--- src/rtl/router_input_ctrl.sv ---
// Router-node input controller: drains a first-word-fall-through FIFO, rewrites each packet
// header and streams the packet wormhole-style to one of NUM_OUT output allocators.
module router_input_ctrl #(
    parameter int PAYLOAD_W  = 10,
    parameter int NUM_OUT    = 4,
    parameter int ROUTE_MODE = 0
) (
    input  logic                 clk,
    input  logic                 reset,
    input  logic                 fifo_empty,
    input  logic [PAYLOAD_W:0]   fifo_data,
    output logic                 fifo_rd,
    output logic [NUM_OUT-1:0]   out_req,
    input  logic [NUM_OUT-1:0]   out_ready,
    output logic [PAYLOAD_W:0]   out_data,
    output logic [15:0]          pkt_count,
    output logic                 route_err
);
    localparam int PORT_W = (NUM_OUT > 2) ? $clog2(NUM_OUT) : 1;

    typedef enum logic {IDLE, SEND} state_t;

    typedef struct packed {
        logic                 err;
        logic [PORT_W-1:0]    port;
        logic [PAYLOAD_W-1:0] payload;
    } hdr_t;

    function automatic hdr_t rewrite_hdr(input logic [PAYLOAD_W-1:0] payload);
        hdr_t h;
        h = '0;
        if (ROUTE_MODE == 1) begin
            // Positive hop counts go east (port 1) and count down; the rest fold to ~dest on port 0.
            if ($signed(payload) > 0) begin
                h.port    = PORT_W'(1);
                h.payload = payload - PAYLOAD_W'(1);
            end else begin
                h.port    = '0;
                h.payload = ~payload;
            end
        end else begin
            if (int'(payload[PORT_W-1:0]) >= NUM_OUT) begin
                h.port = PORT_W'(NUM_OUT - 1);
                h.err  = 1'b1;
            end else begin
                h.port = payload[PORT_W-1:0];
            end
            h.payload = payload >> PORT_W;
        end
        return h;
    endfunction

    state_t               state, state_next;
    logic                 out_valid, valid_next;
    logic [PORT_W-1:0]    sel, sel_next;
    logic [PAYLOAD_W:0]   data_next;
    logic [15:0]          count_next;
    logic                 err_next;
    logic [NUM_OUT-1:0]   sel_hot;
    logic                 xfer;
    logic                 tail_xfer;
    logic                 hdr_pop;
    hdr_t                 hdr;

    assign sel_hot   = NUM_OUT'(1) << sel;
    assign xfer      = out_valid && |(out_ready & sel_hot);
    assign tail_xfer = xfer && out_data[PAYLOAD_W];
    // The flit popped next is a header when idle or when the current tail leaves this cycle.
    assign hdr_pop   = (state == IDLE) || tail_xfer;
    assign fifo_rd   = reset && !fifo_empty && (!out_valid || xfer);
    assign out_req   = out_valid ? sel_hot : '0;
    assign hdr       = rewrite_hdr(fifo_data[PAYLOAD_W-1:0]);

    always_ff @(posedge clk or negedge reset) begin
        if (!reset) begin
            state     <= IDLE;
            out_valid <= 1'b0;
            sel       <= '0;
            out_data  <= '0;
            pkt_count <= '0;
            route_err <= 1'b0;
        end else begin
            state     <= state_next;
            out_valid <= valid_next;
            sel       <= sel_next;
            out_data  <= data_next;
            pkt_count <= count_next;
            route_err <= err_next;
        end
    end

    always_comb begin
        state_next = state;
        valid_next = out_valid;
        sel_next   = sel;
        data_next  = out_data;
        count_next = pkt_count;
        err_next   = route_err;

        if (xfer) valid_next = 1'b0;

        if (tail_xfer) begin
            count_next = pkt_count + 16'd1;
            state_next = IDLE;
        end

        if (fifo_rd) begin
            valid_next = 1'b1;
            if (hdr_pop) begin
                data_next  = {fifo_data[PAYLOAD_W], hdr.payload};
                sel_next   = hdr.port;
                err_next   = route_err | hdr.err;
                state_next = SEND;
            end else begin
                data_next  = fifo_data;
            end
        end
    end

endmodule

--- config.mk ---
export PLATFORM = sky130hd
export DESIGN_NAME = router_input_ctrl
export DESIGN_NICKNAME = d
export VERILOG_FILES = /design/src/rtl/router_input_ctrl.sv
export SDC_FILE = /design/constraint.sdc
export NUM_CORES = 1
export LEC_CHECK = 0
export CAP_MARGIN = 20
export CELL_PAD_IN_SITES_DETAIL_PLACEMENT = 1
export CELL_PAD_IN_SITES_GLOBAL_PLACEMENT = 2
export CORE_AREA = 2 2 77 79
export DETAILED_ROUTE_END_ITERATION = 10
export DIE_AREA = 0 0 79 81
export GPL_TIMING_DRIVEN = 0
export PLACE_DENSITY = 0.76
export SYNTH_ARGS = -nofsm -noshare
export SYNTH_HDL_FRONTEND = slang
export SYNTH_SLANG_ARGS = --single-unit
--- constraint.sdc ---
create_clock -name clk -period 2.3 [get_ports clk]
set_input_delay 0.345 -clock clk [delete_from_list [all_inputs] [get_ports clk]]
set_output_delay 0.345 -clock clk [all_outputs]
set_load 0.1 [all_outputs]
# Word level (Yosys, flattened, before mapping)
# Cells that the tools add are included.
[word_totals]
elab_cells = 27
out_inout_bits = 33
ff_bits = 31
[op_classes]
n_reduce_logical = 11
n_mux = 7
shift = 1
bitwise_logic = 2
n_addsub = 1
[op_table]
columns = ["cell", "n"]
rows = [
  ["$add 16x1->16 const B", 1],
  ["$mux 10", 1],
  ["$mux 1", 5],
  ["$and 4x4->4", 1],
  ["$logic_and 1x1->1", 4],
  ["$mux 4", 1],
  ["$reduce_or 4->1", 1],
  ["$shl 1x2->4 const A", 1],
  ["$logic_not 1->1", 2],
  ["$logic_or 1x1->1", 2],
  ["$reduce_and 2->1", 1],
  ["$reduce_bool 2->1", 1],
  ["$not 1->1", 1],
]

# Logic depth before layout (Yosys ltp)
[logic_depth]
depth_word = 8
depth_mapped = 6

# Worst setup path after synthesis
# OpenSTA, ideal clock, no wires.
[synth_timing]
path_type = "reg2out"
from = "reg sel[0]"
to = "out out_req[0]"
setup_slack_ns = 0.076
stages_incl_launch_ff = 3
path_buffers = 0
t_required_ns = 1.955
arrival_time_ns = 1.879
cell_sequence = "dfrtp_1 > nand2b_1 > nor2_1"
[synth_between]
elab_chain_len = 2
[synth_rtl]
columns = ["item", "line", "rtl"]
rows = [
  ["start, declared", "55", "logic [PORT_W-1:0] sel, sel_next;"],
  ["start signal, assigned", "85", "sel <= sel_next;"],
  ["$shl 1x2->4", "65", "assign sel_hot = NUM_OUT'(1) << sel;"],
  ["$mux 4", "71", "assign out_req = out_valid ? sel_hot : '0;"],
  ["end, declared", "13", "output logic [NUM_OUT-1:0] out_req,"],
]
# Every way passes these cells.

# Worst setup path after layout
[layout_timing]
from = "reg pkt_count[0]"
to = "out pkt_count[0]"
[layout_rtl]
columns = ["item", "line", "rtl"]
rows = [
  ["start, declared", "16", "output logic [15:0] pkt_count,"],
  ["start signal, assigned", "87", "pkt_count <= count_next;"],
]
# No word-level cell between the ends.

==> reports/results.tsv <==
metric	value	unit
post-route-util	39.6	%
period_needed	2.22	ns
routed_via_density	4.61	
fin_hold_ws	0.0712	ns
critPathKind	register to primary output	
drc_errors	0	
antenna_found_initial	0	
relSlewSlack	32.5	%
rrSetupSlack	0.54	ns
portBuffers	49	
routed-via-count	1231	
hold_viol	0	
dp_hpwl	2930	µm
cellLeakagePower	1.00	nW
status	completed	
detail_route.iter0.violations	31	
die_h	81	µm
syn_avg_cell_area	11.5	µm²
grt_max_degree	21	
crit_path_start	pkt_count[0]	
yosysSeqAreaShare	50.8	%
track_usage	13.1	%
yosysWarningCount	0	
worstSkewPairLatency	0.28	ns
overflow	0	
synthArstFlopShare	100	%
fin_crit_sh	96.6	%
netlist_area	0.00153	mm²
synthTopCellsByArea	dfrtp_1, xnor2_1, mux2i_1	
drv_slew	0	
cts-htree-levels	2	
syn_inst	133	
arrival	1.88	ns
clock_sinks	31	
power_density	1470	mW/mm²
antenna_cells	0	
drive_gt1_share	16.7	%
layout.nets	211	
synth_ff_type	dfrtp_1	
cp_slowest_stage_delay	1.17	ns
grt_pass1_vias	1339	
wire_per_inst	14.8	µm
yosysUniqueCellTypes	32	
rsz0062_at_grt	false	
core_area	0.00568	mm²
final_common_cell	clkdlybuf4s50_1	
worstReg2RegStart	sel[1]	
worstMarginPinSlew	1.01	ns
startpoint_type	register	
cp_max_fo	5	
drtAntennaViolNets	0	
crit_slowest_cell	clkdlybuf4s50_1	
reg2reg_depth	5	
ioPinCount	51	
cts_tree	built	
syn-num-nets	152	
mostFrequentLayoutCells	clkdlybuf4s50_1, dfrtp_1, nand2_1	
grt_first_pass_wirelength	6450	µm
peakVddDrop	0.781	mV
setup_viol	0	
area_delta_synth_final	47.1	%
cp.required	1.96	ns
path_buf_inv	1	
synth_edf_count	0	
nFillCells	640	
synth-seq-cells	31	
wirelength	3940	µm
worst-path-stages	1	
hp-class	primary input to async pin	
worstPathCellList	clkdlybuf4s50_1	
fp.dieW	79	µm
cp_top_family	buffers and inverters	
clkTransAtPathRegs	0.06	ns
timing.fmax	450	MHz
firstDrtPassIters	2	
cts_buffers	5	
cts_buffer_depth	2	
cts_hold_buf	0	
initial_utilization	26.9	%
rows	28	
synth_top_area_share	50.8	%
synth_largest_area_cell	dfrtp_1	
r2r_end	sel[0]	
cts-root-buf	clkbuf_8	
fin_skew	0.00435	ns
place.gp.congestion	0.734	
crit_end	pkt_count[0]	
die_area	0.00640	mm²
end_kind	primary output	
cap_viol_max_count	0	
==> state kept, by name, summed over array words and instances, names as in the netlist <==
name / count
out_valid: 1
out_data: 11
sel: 2
pkt_count: 16
state: 1
==> synth_stat cells (3+ instances only) <==
master	instances
nor2_1	4
mux2i_1	8
o21ai_1	8
xnor2_1	14
nand2_1	15
nand4_1	8
inv_1	3
dfrtp_1	31
and3_1	5
a22o_1	3
nand3_1	5
mux2_4	4
==> what timing repair did <==
| action | 4_1_cts | 5_1_grt |
|---|---|---|
| buffers inserted | 0 | 2 |
| gates cloned | 0 | 0 |
| pin swaps | 0 | 1 |
| resized for setup | 19 | 6 |
| setup endpoints to repair | 9 | 5 |
| hold endpoints to repair | 0 | 0 |
==> cell families after synthesis <==
| group | Yosys count | synth area share [%] |
|---|---|---|
| buffers and inverters | 10 | 4.10 |
| other | 1 | 0.246 |
| and+or+nand+nor | 46 | 15.8 |
| DFF | 31 | 50.8 |
| xor gates and xnor gates | 15 | 8.61 |
| adders and majority gates | 1 | 0.820 |
| AOI/OAI and AO/OA | 15 | 8.94 |
| muxes | 14 | 10.7 |
==> worst min path at each step <==
| stage | end | slack (ns) | cells past startpoint |
|---|---|---|---|
| after floorplan | out_data[0] | 0.05 | 0 |
| after global placement | out_data[3] | 0.47 | 2 |
| after detailed placement | pkt_count[15] | 0.47 | 1 |
| after CTS | out_data[10] | 0.07 | 1 |
| after global routing | out_data[1] | 0.08 | 1 |
| final | out_data[10] | 0.07 | 1 |
==> layout make-up <==
cell class | count | area (µm²) | area share (%)
inverters | 3 | 11.3 | 0.501
repair buffers | 52 | 523 | 23.3
plain buffers | 7 | 57.6 | 2.56
well taps | 75 | 93.8 | 4.18
clock inverters | 1 | 5.00 | 0.223
clock buffers | 6 | 82.6 | 3.68
flip-flops and latches | 31 | 777 | 34.6
multi-input cells | 92 | 696 | 31.0
==> report_power, final <==
part | internal [mW] | total (mW) | switching (mW)
clock | 0.234 | 0.430 | 0.196
combinational | 0.535 | 2.02 | 1.49
sequential | 0.706 | 0.848 | 0.142
total | 1.47 | 3.30 | 1.83
==> through the flow <==
stage / instance area [µm²] / setup TNS [ns] / std cells / total power, mW / setup WS [ns]
detailed placement: 2140 / -5.61 / 258 / 2.90 / -1.56
floorplan: 1530 / 0 / 133 / 2.40 / 0.0760
global route: 2250 / 0 / 267 / 3.46 / 0.0118
CTS: 2230 / 0 / 265 / 3.35 / 0.00538
finish: 2250 / 0 / 267 / 3.30 / 0.0776
global placement: 2110 / -13.34 / 257 / 2.86 / -2.04
==> metal layers <==
layer	part of all wire, %	routed length, µm	vias up	global-route usage, %
met3	6.6	261	4	4.56
met4	0.74	29	0	3.62
met5	0	0	-	0
met1	42	1660	607	15.4
li1	-	-	581	-
met2	50	1980	39	22.6
Power figures use the tool's default switching activity.
